<file path="config.mk">
export PLATFORM = sky130hd
export DESIGN_NAME = seq_restoring_divider
export DESIGN_NICKNAME = d
export VERILOG_FILES = /design/src/rtl/seq_restoring_divider.sv
export SDC_FILE = /design/constraint.sdc
export NUM_CORES = 1
export LEC_CHECK = 0
export CAP_MARGIN = 20
export CORE_UTILIZATION = 54
export DETAILED_ROUTE_END_ITERATION = 16
export HOLD_SLACK_MARGIN = 0.02
export PLACE_DENSITY = 0.91
export SETUP_SLACK_MARGIN = 0.3
export SLEW_MARGIN = 10
export SYNTH_ARGS = -nofsm -noshare
export SYNTH_HDL_FRONTEND = slang
export SYNTH_SLANG_ARGS = --single-unit
</file>
<file path="constraint.sdc">
create_clock -name clk -period 6.4 [get_ports clk]
set_clock_uncertainty 0.2 [all_clocks]
set_input_delay 1.92 -clock clk [delete_from_list [all_inputs] [get_ports clk]]
set_output_delay 1.92 -clock clk [all_outputs]
set_load 0.05 [all_outputs]
</file>
<file path="src/rtl/seq_restoring_divider.sv">
// Iterative unsigned restoring divider: one quotient bit per clock behind a
// start/busy/done handshake, one divide in flight at a time.

module seq_restoring_divider_step #(
  parameter int WIDTH = 8
) (
  input  logic [WIDTH:0]   r_in,
  input  logic [WIDTH-1:0] q_in,
  input  logic [WIDTH-1:0] d,
  output logic [WIDTH:0]   r_out,
  output logic [WIDTH-1:0] q_out
);
  logic [WIDTH+1:0] t;
  logic             borrow;

  // r_in[WIDTH] is always 0 between steps, so widening the subtract by one bit
  // gives the same borrow as the (WIDTH+1)-bit trial subtraction.
  assign t      = {r_in, q_in[WIDTH-1]} - {2'b00, d};
  assign borrow = t[WIDTH+1];
  assign r_out  = borrow ? {r_in[WIDTH-1:0], q_in[WIDTH-1]} : t[WIDTH:0];
  assign q_out  = {q_in[WIDTH-2:0], ~borrow};
endmodule

module seq_restoring_divider #(
  parameter int WIDTH = 8
) (
  input  logic             clk,
  input  logic             rst,
  input  logic             start,
  input  logic [WIDTH-1:0] dividend,
  input  logic [WIDTH-1:0] divisor,
  output logic             busy,
  output logic             done,
  output logic [WIDTH-1:0] quotient,
  output logic [WIDTH-1:0] remainder,
  output logic             div_by_zero
);
  localparam int CW = (WIDTH > 2) ? $clog2(WIDTH) : 1;
  localparam logic [CW-1:0] LAST = CW'(WIDTH - 1);

  localparam logic [1:0] IDLE = 2'd0;
  localparam logic [1:0] CALC = 2'd1;
  localparam logic [1:0] DONE = 2'd2;

  logic [1:0]       state;
  logic [CW-1:0]    cnt;
  logic [WIDTH:0]   r_q, r_nxt;
  logic [WIDTH-1:0] q_q, q_nxt;
  logic [WIDTH-1:0] d_q;

  seq_restoring_divider_step #(.WIDTH(WIDTH)) u_step (
    .r_in  (r_q),
    .q_in  (q_q),
    .d     (d_q),
    .r_out (r_nxt),
    .q_out (q_nxt)
  );

  always_ff @(posedge clk) begin
    if (rst) begin
      state       <= IDLE;
      cnt         <= '0;
      r_q         <= '0;
      q_q         <= '0;
      d_q         <= '0;
      quotient    <= '0;
      remainder   <= '0;
      div_by_zero <= 1'b0;
    end else begin
      case (state)
        IDLE: if (start) begin
          d_q <= divisor;
          q_q <= dividend;
          r_q <= '0;
          cnt <= '0;
          // Zero divisor skips the iteration and reports a saturated quotient.
          if (divisor == '0) begin
            state       <= DONE;
            quotient    <= '1;
            remainder   <= dividend;
            div_by_zero <= 1'b1;
          end else begin
            state <= CALC;
          end
        end
        CALC: begin
          r_q <= r_nxt;
          q_q <= q_nxt;
          cnt <= cnt + CW'(1);
          if (cnt == LAST) begin
            state       <= DONE;
            quotient    <= q_nxt;
            remainder   <= r_nxt[WIDTH-1:0];
            div_by_zero <= 1'b0;
          end
        end
        DONE:    state <= IDLE;
        default: state <= IDLE;
      endcase
    end
  end

  assign busy = (state == CALC) || (state == DONE);
  assign done = (state == DONE);
endmodule

</file>
==> key figures <==
Die
  – Die Span Y: 71.0 um
  – Initial Util: 57.5%
  – Row count: 24
  – Core ar.: 4470 um2
  – Total die area: approximately 5000 um2
  – Die Span X: roughly 71 um
  – I/O pin count: 38

CTS
  – Setup repair bufs after CTS: 0
  – CTS max path bufs: 2
  – Skew-Pair Late Insertion Delay: 310 ps
  – Root buffer cell: clkbuf_8
  – Cts bufs inserted: 5
  – CTS Sinks: 47
  – Post-CTS sizing: 0
  – Clock-pin slew on the worst setup and hold paths: 90 ps
  – CTS tree: done
  – Post-cts hold buffer count: 0
  – CTS H-tree depth: 2

Worst hold path
  – Tightest Hold Check Type: reg -> reg
  – Hold Crit Start: quotient[6]
  – Hold path cells: 2
  – Hold worst-path end: quotient[6]

Synth
  – Yosys reg bits: 47
  – Ys async rst share: 0%
  – Mapped Area: 2570 um2
  – Syn Nets: 352
  – Yosys top cell area share: between 30% and 40%
  – Area contributors post-synth: dfxtp_1, nand2_1, ha_1
  – Post-Syn Instances: ~320
  – Post-synth EDFFs: 0
  – Synth warn: 0
  – Synth unique cells: 52
  – Largest area contributor in the netlist: dfxtp_1
  – Seq/Total Area, Yosys: a little over a third
  – Synth Area per Inst: 8.06 um2
  – Post-synth top flop: dfxtp_1

Finish
  – Most frequent cells in the layout: nand2_1, dfxtp_1, clkdlybuf4s50_1
  – Area growth, synth to finish: 18.4%
  – Fill cells: approximately 370
  – Antenna fix cells: 0
  – Nets: 380
  – Layout cells sized above 1: between 5 and 6%
  – Post-Layout Inst Area: 3040 um2
  – Final core utilization: between 60% and 70%
  – Most common cell after layout, fill and taps aside: nand2_1

Setup path
  – CP Launch Type: primary input
  – CP cell instances: clkdlybuf4s50_1 > nor4_1 > a31o_2 > and2_1 > o21ai_0 > a311oi_1
  – Arr. time, crit path: roughly 4300 ps
  – CP Capture Type: flip-flop
  – Reg-to-reg slack, setup: 3270 ps
  – Reg2reg start: r_q[5]
  – RR Endpoint: remainder[4]
  – CP max FO: 23
  – Slowest stage cell on the critical path: nor4_1
  – Setup CP Type: in -> reg
  – R2R depth: 7
  – Critical Path RT: 6430 ps
  – CP peak stage delay: 640 ps

GRT
  – First-pass GRT wire length: around 11000 um
  – Initial antenna violation count: 0
  – GRT Util Overall: between 20% and 30%
  – Vias in the first global route: 2250
  – Largest net degree at the start of global routing: 39
  – Remaining global-route overflow: 0

Timing
  – # setup viols final: 0
  – Final setup TNS: 0 ps
  – Max Clock Freq: 0.232 GHz
  – Tmin final: 4310 ps
  – Final Max Slew Viols: 0
  – RSZ-0062 raised after global routing: false
  – Final hold viol count: 0
  – Final setup margin: approximately 2100 ps
  – Final worst-path cycle share: 67.4%
  – Slew HR: between 40 and 50%
  – Worst Tran Pin Value: 884 ps
  – Hold slack: around 260 ps

Placed design
  – Hpwl dp: 4430 um
  – DP Worst Slack: around 1800 ps
  – Cell area after placement: 2950 um2
  – # port buffers: 37
  – GPL Wtd Cong: 0.870

Routing
  – Via count: approximately 2400
  – DRC violations left: 0
  – Avg WL per Cell: 15.7 um
  – Antenna Nets Post-Route: 0
  – Drt via density: around 6.0
  – DR pass1 iterations: 7
  – Final Routed Wirelength: 6270 um
  – 1st-iter DRT viols: 245

Pwr
  – Peak VDD IR: 229 uV
  – P_leak: 1.14 nW
  – Pwr dens: 273 nW/um2

Flow run
  – Max_cap viols: 0

Status
  – Status: finished clean
how the worst max path moves through the flow:
stage,start,endpoint,cells past startpoint
floorplan,divisor[5],quotient[2],7
global route,divisor[5],remainder[7],6
finish,divisor[1],remainder[7],6
detailed placement,divisor[1],remainder[6],6
CTS,divisor[1],remainder[6],6
global placement,divisor[5],remainder[6],6
final cells by class:
| cell class | instances | area (um2) | area share (%) |
|---|---|---|---|
| clock inverter | 2 | 16.3 | 0.534 |
| clock buffer | 6 | 82.6 | 2.71 |
| tap | 52 | 65.1 | 2.14 |
| multi-input combinational | 237 | 1490 | 48.8 |
| sequential | 47 | 941 | 30.9 |
| timing repair buffer | 40 | 393 | 12.9 |
| inverter | 16 | 60.1 | 1.97 |
synth_stat cells, types with 2 or more instances:
| cell type | instances |
|---|---|
| nor4_1 | 2 |
| nand3_1 | 6 |
| ha_1 | 13 |
| inv_1 | 16 |
| nor3b_1 | 2 |
| a21oi_1 | 23 |
| mux2_2 | 4 |
| or3_1 | 5 |
| dfxtp_1 | 47 |
| a311oi_1 | 10 |
| clkbuf_1 | 15 |
| nand2b_1 | 4 |
| nor2_1 | 28 |
| o21ai_0 | 16 |
| a31oi_1 | 6 |
| and3_1 | 3 |
| nor3_1 | 2 |
| and2_1 | 2 |
| o211ai_1 | 3 |
| mux2i_1 | 9 |
| xnor2_1 | 2 |
| a211oi_1 | 8 |
| a21o_1 | 3 |
| nand2_1 | 57 |
| xor2_1 | 2 |
| nand4_1 | 5 |
metrics by stage:
stage          cells  power [mW]
2_1_floorplan    319       0.566
3_3_place_gp     392       0.625
3_5_place_dp     392       0.635
4_1_cts          400       0.829
5_1_grt          400       0.874
6_report         400       0.831
logic make-up after synthesis:
group,after synthesis,synth area share [%]
simple gates,123,22.1
mux,13,5.26
buf+inv,35,5.60
xor+xnor,4,1.36
flops,47,36.6
compound gates,83,22.0
fa+ha+maj,14,7.10
registers in the layout, summed over array words and instances (netlist names):
name,flops
cnt,3
remainder,8
state,2
d_q,8
r_q,9
q_q,8
quotient,8
div_by_zero,1
worst max-delay path, delay by kind of cell:
family	cells	cell delay (ps)
AND/OR/NAND/NOR	2	1260
AO/OA/AOI/OAI	3	720
buffers and inverters	1	430
power by group:
part / total, mW / switching [mW] / internal (mW)
clock network: 0.196 / 0.108 / 0.0883
registers: 0.336 / 0.0184 / 0.317
logic: 0.299 / 0.189 / 0.110
per-layer routing:
metal	track usage [%]	vias up	wire length, um
met1	36.3	1121	2790
met3	5.41	15	368
li1	-	1197	-
met5	0	-	0
met4	11.6	0	140
met2	41.5	85	2970
No activity file was read; power rests on OpenSTA's default activity.
